$ cat src/rtl/ysyx_24100005_ifu_pc.sv
// ysyx_24100005_ifu_pc: PC generator and instruction-fetch front end.
// Holds the architectural PC and issues one valid/ready fetch at a time to imem.
// It buffers the returned instruction for decode, and applies trap/branch
// redirects, killing a fetch that is already in flight.
// Optional feature macro: YSYX_IFU_ALIGN_CHK_EN (reject misaligned targets).
module ysyx_24100005_ifu_pc #(
    parameter int unsigned          XLEN       = 32,
    parameter int unsigned          ILEN       = 32,
    parameter logic [XLEN-1:0]      RESET_VEC  = 32'h8000_0000,
    parameter int unsigned          INST_BYTES = 4
) (
    input  logic            clk,
    input  logic            rst,
    input  logic            redirect_valid,
    input  logic [XLEN-1:0] redirect_pc,
    input  logic            trap_valid,
    input  logic [XLEN-1:0] trap_pc,
    output logic            req_valid,
    input  logic            req_ready,
    output logic [XLEN-1:0] req_pc,
    input  logic            resp_valid,
    input  logic [ILEN-1:0] resp_inst,
    output logic            out_valid,
    input  logic            out_ready,
    output logic [ILEN-1:0] out_inst,
    output logic [XLEN-1:0] out_pc,
    output logic [XLEN-1:0] snpc,
    output logic            misalign_err
);

    typedef enum logic [1:0] {
        S_IDLE,
        S_FETCH,
        S_WAIT,
        S_HOLD
    } state_t;

    state_t          state, state_d;
    logic [XLEN-1:0] pc, pc_d;
    logic            kill, kill_d;
    logic            out_valid_d;
    logic [ILEN-1:0] out_inst_d;
    logic [XLEN-1:0] out_pc_d;

    // Redirect target selection: a trap always wins over a branch/jump.
    logic            take;
    logic [XLEN-1:0] target_raw;
    logic [XLEN-1:0] target;
    logic            accept;

    assign take       = trap_valid | redirect_valid;
    assign target_raw = trap_valid ? trap_pc : redirect_pc;

`ifdef YSYX_IFU_ALIGN_CHK_EN
    // A misaligned target is refused outright; the core keeps running from
    // the current PC and the error is reported on the following cycle.
    logic target_bad;
    logic misalign_q;

    assign target_bad = take && (target_raw[1:0] != 2'b00);
    assign target     = target_raw;
    assign accept     = take && !target_bad;

    // Register the misalignment flag so it pulses one cycle after the redirect.
    always_ff @(posedge clk or negedge rst) begin
        if (!rst) begin
            misalign_q <= 1'b0;
        end else begin
            misalign_q <= target_bad;
        end
    end

    assign misalign_err = misalign_q;
`else
    // Without the check, the low address bits are simply cleared so the PC
    // can never leave word alignment.
    assign target       = target_raw & ~XLEN'(3);
    assign accept       = take;
    assign misalign_err = 1'b0;
`endif

    assign snpc   = pc + XLEN'(INST_BYTES);
    assign req_pc = pc;

    // Next-state, next-PC and fetch handshake logic.
    always_comb begin
        // NOTE: every signal driven here gets a default first, so no path can
        // leave one unassigned and infer a latch.
        state_d     = state;
        pc_d        = pc;
        kill_d      = kill;
        out_valid_d = out_valid;
        out_inst_d  = out_inst;
        out_pc_d    = out_pc;
        req_valid   = 1'b0;

        case (state)
            S_IDLE: begin
                // Any response showing up here belongs to a pre-reset fetch.
                state_d = S_FETCH;
                if (accept) begin
                    pc_d = target;
                end
            end

            S_FETCH: begin
                // Hold the request back during a redirect so no request can
                // carry the stale PC.
                req_valid = !take;
                if (accept) begin
                    pc_d = target;
                end else if (req_valid && req_ready) begin
                    state_d = S_WAIT;
                end
            end

            S_WAIT: begin
                if (accept) begin
                    pc_d = target;
                    if (resp_valid) begin
                        // The in-flight response lands right now: drop it.
                        kill_d  = 1'b0;
                        state_d = S_FETCH;
                    end else begin
                        // Remember to discard the response when it arrives.
                        kill_d = 1'b1;
                    end
                end else if (resp_valid) begin
                    if (kill) begin
                        kill_d  = 1'b0;
                        state_d = S_FETCH;
                    end else begin
                        out_valid_d = 1'b1;
                        out_inst_d  = resp_inst;
                        out_pc_d    = pc;
                        state_d     = S_HOLD;
                    end
                end
            end

            S_HOLD: begin
                if (accept) begin
                    // Consumed or not, the buffered instruction is dropped
                    // and the PC jumps straight to the target.
                    pc_d        = target;
                    out_valid_d = 1'b0;
                    state_d     = S_FETCH;
                end else if (out_ready) begin
                    pc_d        = snpc;
                    out_valid_d = 1'b0;
                    state_d     = S_FETCH;
                end
            end

            default: begin
                state_d = S_IDLE;
            end
        endcase
    end

    // State, PC and output-buffer registers.
    always_ff @(posedge clk or negedge rst) begin
        if (!rst) begin
            state     <= S_IDLE;
            pc        <= RESET_VEC;
            kill      <= 1'b0;
            out_valid <= 1'b0;
            out_inst  <= '0;
            out_pc    <= '0;
        end else begin
            // NOTE: sequential state uses non-blocking assignments so every
            // register samples the pre-edge values of its neighbours.
            state     <= state_d;
            pc        <= pc_d;
            kill      <= kill_d;
            out_valid <= out_valid_d;
            out_inst  <= out_inst_d;
            out_pc    <= out_pc_d;
        end
    end

endmodule

$ cat config.mk
export PLATFORM = sky130hd
export DESIGN_NAME = ysyx_24100005_ifu_pc
export DESIGN_NICKNAME = d
export VERILOG_FILES = /design/src/rtl/ysyx_24100005_ifu_pc.sv
export SDC_FILE = /design/constraint.sdc
export NUM_CORES = 1
export LEC_CHECK = 0
export ABC_CLOCK_PERIOD_IN_PS = 2850
export CORE_MARGIN = 8
export CORE_UTILIZATION = 42
export CTS_CLUSTER_SIZE = 16
export DETAILED_ROUTE_END_ITERATION = 8
export GPL_TIMING_DRIVEN = 0
export PLACE_DENSITY_LB_ADDON = 0.2
export SLEW_MARGIN = 5
export SYNTH_ARGS = -nofsm -noshare
export SYNTH_HDL_FRONTEND = slang
export SYNTH_SLANG_ARGS = --single-unit
$ cat constraint.sdc
create_clock -name clk -period 2.85 [get_ports clk]
set_clock_uncertainty 0.1 [all_clocks]
set_input_delay 0.57 -clock clk [delete_from_list [all_inputs] [get_ports clk]]
set_output_delay 0.57 -clock clk [all_outputs]
set_load 0.005 [all_outputs]
# Word-level counts from Yosys, hierarchy flattened
# Index checks and enable logic that the tools add are counted.
dict set report word_totals {
  register_bits 100
  input_bits 103
  out_inout_bits 131
  elab_cells 55
}
dict set report op_classes {
  addsub 1
  n_eq_ne 10
  muxes 24
  n_bitwise 3
  reduce_logical 11
}
# operator n
set op_table {}
lappend op_table {{2-to-1 mux 32 bit} 4}
lappend op_table {{one-hot mux 32 bit (2 select lines)} 1}
lappend op_table {{adder 32 x 3 -> 32 bit, second input constant} 1}
lappend op_table {{2-to-1 mux 2 bit} 8}
lappend op_table {{!= test 2 bit, second input constant} 5}
lappend op_table {{2-to-1 mux 1 bit} 9}
lappend op_table {{one-hot mux 2 bit (4 select lines)} 1}
lappend op_table {{AND reduction 4 bit} 2}
lappend op_table {{AND reduction 5 bit} 1}
lappend op_table {{== test 2 bit, second input constant} 2}
lappend op_table {{AND reduction 2 bit} 2}
lappend op_table {{nonzero test 2 bit} 2}
lappend op_table {{!= test 3 bit, second input constant} 1}
lappend op_table {{OR reduction 3 bit} 1}
lappend op_table {{== test 2 x 1 -> 1 bit, second input constant} 1}
lappend op_table {{zero test 2 bit} 1}
lappend op_table {{!= test 2 x 1 -> 1 bit, second input constant} 1}
lappend op_table {{inverter 1 bit} 2}
lappend op_table {{one-hot mux 1 bit (2 select lines)} 1}
lappend op_table {{logical AND 1 bit} 1}
lappend op_table {{zero test 1 bit} 1}
lappend op_table {{bitwise OR 1 bit} 1}

# Logic depth before layout (Yosys ltp)
# Gate-level depths: netlist (run 1).
dict set report logic_depth {
  depth_word 6
  mapped_depth 8
  ltp_nobuf 7
}

# Worst setup path after synthesis (run 1)
# OpenSTA, ideal clock, no wires.
dict set report synth_timing {
  path_kind {register to output}
  start {register pc[2] (netlist: req_pc[2])}
  end {output port snpc[30]}
  arrival_time_ns 1.654
  required_time_ns 2.180
  setup_slack_ns 0.526
  stages_incl_launch_ff 7
  path_buffers 0
  cell_sequence {dfrtp_1 ha_1 nand3_1 nor4_4 and3_1 nand2_1 xnor2_1}
}
dict set report synth_via {
  elab_chain_cells 1
}
# item line_no
set synth_lines {}
lappend synth_lines {{from (decl)} 39} ;# logic [XLEN-1:0] pc, pc_d;
lappend synth_lines {{from (signal assigned)} 174} ;# pc <= pc_d;
lappend synth_lines {{adder 32 x 3 -> 32 bit} 82} ;# assign snpc = pc + XLEN'(INST_BYTES);
lappend synth_lines {{to (decl)} 27} ;# output logic [XLEN-1:0] snpc,
# No other way between the ends.

# Worst setup path after layout (run 1)
dict set report layout_timing {
  start {register pc[23] (netlist: req_pc[23])}
  end {output port snpc[28]}
}
# The elaborated chain is that of the path after synthesis.

==> results_dict.tcl, run 1 <==
set metrics [dict create \
    finalPower_w 0.00542 \
    yosys_register_bits 96 \
    synthDominantCellAreaShare_pct 45.8 \
    setup_slack_ns -0.0833 \
    die_area_sq_um 16200 \
    synth_cells 488 \
    floorplan.initialDensity_pct 43.2 \
    grt_setup_unrepaired "true" \
    share_of_layout_cells_above_drive_strength_1_pct 21.2 \
    multi_input_comb_area_sq_um 2760 \
    dp.cells 863 \
    power.density_cell_area_nw_per_um2 642 \
    finalHoldViolCount 0 \
    critPathArrivalTime_ns 2.26 \
    wirelength_mm 19.3 \
    max_clock_freq_mhz 341 \
    vias 5161 \
    layout.nets 874 \
    placed_area_sq_um 7630 \
    yosysWarnings 0 \
    area.sequential_sq_um 2420 \
    layout.cell_area.non_filler_sq_um 8450 \
    worstHoldPathType "input port to asynchronous set/reset pin" \
    ys_dominant_reg_cell "sky130_fd_sc_hd__dfrtp_1" \
    timing.critical_path.slowest_cell_delay_ns 0.57 \
    drv_slew 0 \
    final_global_route_overflow_total 0 \
    hold_ws_ns 0.103 \
    detailedRoute.firstPassIterationCount 5 \
    finalSetupViolations 2 \
    clock_tree.root_cell "sky130_fd_sc_hd__clkbuf_16" \
    failing_checks "negative setup slack" \
    first_drt_iteration_drcs 427 \
    worst_slew_margin_rel_pct 54.1 \
    cts_max_level 3 \
    min_period_over_period_pct 103 \
    critPathMaxFanout 8 \
    cts-buffers-inserted 9 \
    fp-row-count 40 \
    status "finished with violations" \
    synth.distinct_cells 54 \
    buffer_ports.inserted 221 \
    syn_to_final_growth_pct 63.0 \
    clkLatencyLatePin_ns 0.34 \
    crit_path_start_kind "flop" \
    worst-path-buf-inv 1 \
    grt_max_degree 60 \
    top_cells_by_count_synth "95 x sky130_fd_sc_hd__dfrtp_1, 42 x sky130_fd_sc_hd__mux2_1, 32 x sky130_fd_sc_hd__nor2_1, 30 x sky130_fd_sc_hd__nand2_1, 21 x sky130_fd_sc_hd__mux2_2" \
    synth.cell_area_sq_um 5190 \
    finalWorstPathRequiredPeriod_ns 2.93 \
    clk_pin_slew_worst_paths_ns 0.06 \
    route.detailed.vias_per_inst 5.63 \
    groute.usage.overall_pct 23.1 \
    master_of_the_slowest_instance_on_the_critical_path "sky130_fd_sc_hd__dfrtp_1" \
    finalWeightedCongestion 0.874 \
    timing_worst_slew_pin_value_ns 0.689 \
    die_h_microns 127 \
    ioPinCount 234 \
    vias_in_the_first_global_route 5317 \
    synth_seq_area_share_pct 46.3 \
    critical_path_type "flop to output port" \
    crit_family "simple AND/OR/NAND/NOR gates" \
    drc 0 \
    synth.most_common_cell "sky130_fd_sc_hd__dfrtp_1" \
    filler_cell_count 908 \
    clockBufferDepth 2 \
    antenna_violating_nets_post_route 0 \
    global_route_wire_length_before_repair_mm 29.4 \
    timing.setup.tns_ns -0.0900 \
    tritoncts "built" \
    finish.cell_count_without_fillers 916 \
    core_region_area_sq_um 12000 \
    timing.critical_path.cells "nand3_1 -> nor3_2 -> nand4_1 -> xnor2_2 -> clkdlybuf4s50_1" \
    cap_violations 0 \
    synth_area_per_cell_sq_um 10.6 \
    routed_wire_length_per_instance_microns 21.1 \
    n_antenna_cell 0 \
    antenna_found_initial 0 \
    yosys.area.top_type "sky130_fd_sc_hd__dfrtp_1" \
    synth_enable_flop_cells 0 \
    die_w_microns 127 \
    synth-async-reset-ratio_pct 100 \
    cp-end-kind "output port" \
    post_synth_main_area_contributors "sky130_fd_sc_hd__dfrtp_1 46%, sky130_fd_sc_hd__mux2_1 9.1%, sky130_fd_sc_hd__mux2_2 4.6%" \
    cts_sinks 96 \
    r2r-start "state[0]" \
    power.ir.vdd_worst_uv 348 \
    critPathLaunch "req_pc[23]" \
    leakage_power_total_nw 3.68 \
    timing.critical_path.required_ns 2.18 \
    hpwlAfterDp_mm 14.3 \
]
[cell type report]
cell class | count | share of cell area, %
multi-input cells | 349 | 32.7
repair buffers | 263 | 29.8
flip-flops and latches | 96 | 28.6
plain buffers | 41 | 3.09
clock buffers | 11 | 2.87
well taps | 147 | 2.18
clock inverters | 3 | 0.518
inverters | 6 | 0.266
[final timing paths]
path / slack (ns) / end / cells past startpoint
setup / recovery: -0.08 / snpc[28] / 5
hold / removal: 0.10 / out_inst[27] / 1
setup reg to reg: 0.41 / req_pc[25] / 7
hold reg to reg: 0.39 / out_inst[16] / 1
max in group asynchronous: 1.83 / req_pc[31] / 2
min in group clk: 0.39 / out_inst[16] / 1
[stage by stage]
step / setup WS, ns / utilization [%]
finish: -0.0833 / 70.4
detailed placement: -0.426 / 63.5
global placement: -2.53 / 63.3
global route: -0.134 / 70.4
floorplan: 0.526 / -
CTS: -0.0405 / 69.2
[sequential cells by signal, summed over array words and instances, names as in the netlist]
| register | cells |
|---|---|
| kill | 1 |
| out_inst | 32 |
| out_pc | 30 |
| out_valid | 1 |
| req_pc | 30 |
| state | 2 |
[routing by layer]
| layer | share of wire (%) | GRT usage [%] |
|---|---|---|
| met5 | 0 | 0 |
| met2 | 49 | 38.9 |
| met1 | 39 | 27.5 |
| met3 | 9.3 | 5.99 |
| met4 | 2.4 | 9.87 |
[cells in the final DEF (no fill, tap or decap), drive strengths merged, types with 6 or more instances in the layout]
master and count:
conb 7, o21ai 17, dfrtp 95, nor4 7, nand4 10, a21oi 19, o22ai 12, nand2 32
a311oi 7, clkdlybuf4s50 198, nor2 32, xor2 15, a211oi 13, dlygate4sd2 13, and3 8, mux2 63
nand3 21, clkbuf 30, xnor2 18, mux2i 6, nor3 12, nor2b 9, buf 72
[report_power, final]
part           switching [W]  total (W)  leakage (nW)  internal [W]
registers           0.000285    0.00205          1.20       0.00177
logic               0.000852    0.00218          2.34       0.00133
clock network       0.000495    0.00119         0.141      0.000695
total                0.00163    0.00542          3.68       0.00379
[cell families after synthesis]
family | synth area share, %
xor+xnor | 5.57
buf+inv | 4.49
compound gates | 12.2
other cells | 0.0723
fa+ha+maj | 1.21
flops | 46.3
simple gates | 15.3
mux | 14.8
[repair_timing]
| action | CTS | global route |
|---|---|---|
| hold buffers | 0 | 0 |
| pin swaps | 15 | 9 |
| setup buffers | 29 | 12 |
| gates resized for setup | 91 | 22 |
| setup endpoints to repair | 26 | 15 |
(Power assumes the default switching activity.)
==> run 2: changes to the inputs <==
- REMOVE_ABC_BUFFERS: not set -> 1
==> results_dict.tcl, run 2 (synthesized netlist as in run 1, its figures left out) <==
set metrics [dict create \
    cts-buffers-inserted 9 \
    final_global_route_overflow_total 0 \
    cap_violations 0 \
    antenna_violating_nets_post_route 0 \
    drv_slew 0 \
    ioPinCount 234 \
    cts_max_level 3 \
    worst-path-buf-inv 3 \
    routed_wire_length_per_instance_microns 21.4 \
    power.ir.vdd_worst_uv 440 \
    finalCoreUtilization_pct 71.0 \
    crit_family "simple AND/OR/NAND/NOR gates" \
    highest_routed_layer "met4" \
    route.detailed.vias_per_inst 5.65 \
    n_antenna_cell 0 \
    hpwlAfterDp_mm 13.3 \
    hold_buf_cts 0 \
    antenna_found_initial 0 \
    grt_setup_unrepaired "true" \
    finalWorstPathRequiredPeriod_ns 2.89 \
    finish.cell_count_without_fillers 909 \
    finalHoldViolCount 0 \
    critical_path_type "flop to output port" \
    cts_sinks 96 \
    clock_tree.root_cell "sky130_fd_sc_hd__clkbuf_16" \
    drc 0 \
    crit_cells 8 \
    finalWeightedCongestion 0.841 \
    die_area_sq_um 16200 \
    leakage_power_total_nw 3.71 \
    critical_path.reg2reg.endpoint "req_pc[25]" \
    layout_common_cells "200 x sky130_fd_sc_hd__clkdlybuf4s50_1, 73 x sky130_fd_sc_hd__dfrtp_1, 68 x sky130_fd_sc_hd__buf_4" \
    clockBufferDepth 2 \
    critPathMaxFanout 4 \
    dr_wl_met2_mm 9.19 \
    grt_max_degree 64 \
    fp-row-count 40 \
    dp.cells 822 \
    floorplan.initialDensity_pct 43.2 \
    timing_worst_slew_pin_value_ns 0.781 \
    cp-end-kind "output port" \
    timing.critical_path.required_ns 2.18 \
    setup_slack_ns -0.0376 \
    setup.reg_to_reg.worst_slack_ns 0.35 \
    buffer_ports.inserted 222 \
    global_route_wire_length_before_repair_mm 29.5 \
    status "finished with violations" \
    first_drt_iteration_drcs 289 \
    share_of_layout_cells_above_drive_strength_1_pct 24.0 \
    worst_slew_margin_rel_pct 47.9 \
    layout.nets 865 \
    routed-wl-met3_mm 2.00 \
    tritoncts "built" \
    pre_cts_slack_ns -1.97 \
    wl_met1_mm 7.87 \
    max_clock_freq_mhz 346 \
    largest_register "out_inst" \
    largest_register_ffs 32 \
    core_region_area_sq_um 12000 \
    timing.critical_path.slowest_cell_delay_ns 0.41 \
    layout.cell_area.non_filler_sq_um 8530 \
    die_w_microns 127 \
    finalSetupViolations 2 \
    groute.usage.overall_pct 23.1 \
    clkLatencyLatePin_ns 0.34 \
    worstHoldPathType "input port to asynchronous set/reset pin" \
    min_period_over_period_pct 101 \
    timing.critical_path.cells "buf_4 -> nand4_4 -> nor4_4 -> buf_4 -> and3_4 -> nand2_1 -> xnor2_2 -> clkdlybuf4s15_2" \
    hold_ws_ns 0.196 \
    master_of_the_slowest_instance_on_the_critical_path "sky130_fd_sc_hd__dfrtp_2" \
    cp_common_cell "sky130_fd_sc_hd__buf_4" \
    power.density_cell_area_nw_per_um2 644 \
    vias_in_the_first_global_route 5239 \
    failing_checks "negative setup slack" \
    mostFrequentLayoutCell "sky130_fd_sc_hd__clkdlybuf4s50_1" \
    r2r-start "state[0]" \
    filler_cell_count 917 \
    placed_area_sq_um 7460 \
    critPathArrivalTime_ns 2.22 \
    vias 5135 \
    detailedRoute.firstPassIterationCount 4 \
    crit_path_start_kind "flop" \
    clk_pin_slew_worst_paths_ns 0.07 \
    worst_r2r_path_depth 6 \
    die_h_microns 127 \
    wirelength_mm 19.5 \
    syn_to_final_growth_pct 64.5 \
]
-- run 2: cell types whose count changed in the layout (fill, tap and decap cells not counted), sizes merged, moves of 2 or more --
cell	previous run	this run
clkdlybuf4s15	0	2
buf	72	77
dlygate4sd2	13	7
clkdlybuf4s50	198	200
dlymetal6s2s	2	7
clkbuf	30	13
-- run 2: timing repair --
| item | 4_1_cts | 5_1_grt |
|---|---|---|
| pin swaps | 11 | 14 |
| buffers inserted | 37 | 35 |
| setup endpoints to repair | 121 | 14 |
| resized for setup | 86 | 27 |
-- run 2: cell type report --
cell class | instances | area [sq um] | share of cell area [%]
Clock inverter | 5 | 56.3 | 0.660
Tap cell | 147 | 184 | 2.16
Inverter | 6 | 27.5 | 0.323
Multi-Input combinational cell | 349 | 2800 | 32.8
Clock buffer | 11 | 233 | 2.73
Timing Repair Buffer | 295 | 2800 | 32.9
Sequential cell | 96 | 2430 | 28.5
-- run 2: through the flow --
step / TNS [ns] / power, W
floorplan: 0 / 0.00271
global placement: -402.73 / 0.00398
detailed placement: -136.10 / 0.00407
CTS: -0.332 / 0.00545
global route: -0.313 / 0.00579
finish: -0.0430 / 0.00550
-- run 2: worst max path at each step --
| stage | endpoint | from |
|---|---|---|
| CTS | snpc[29] | req_pc[16] |
| global placement | req_pc[4] | rst |
| global route | snpc[30] | req_pc[12] |
| finish | snpc[30] | req_pc[12] |
| floorplan | out_inst[0] | redirect_valid |
| detailed placement | req_pc[17] | trap_valid |
-- run 2: metal layers --
layer	GRT usage, %	up-vias
li1	-	2308
met1	27.5	2499
met2	38.1	295
met3	7.74	33
met4	8.05	0
met5	0	-
-- run 2: power breakdown --
part | leakage, nW | total (W) | switching (W) | internal (W)
registers | 1.19 | 0.00203 | 0.000265 | 0.00177
logic | 2.38 | 0.00224 | 0.000861 | 0.00138
clock network | 0.140 | 0.00122 | 0.000540 | 0.000682
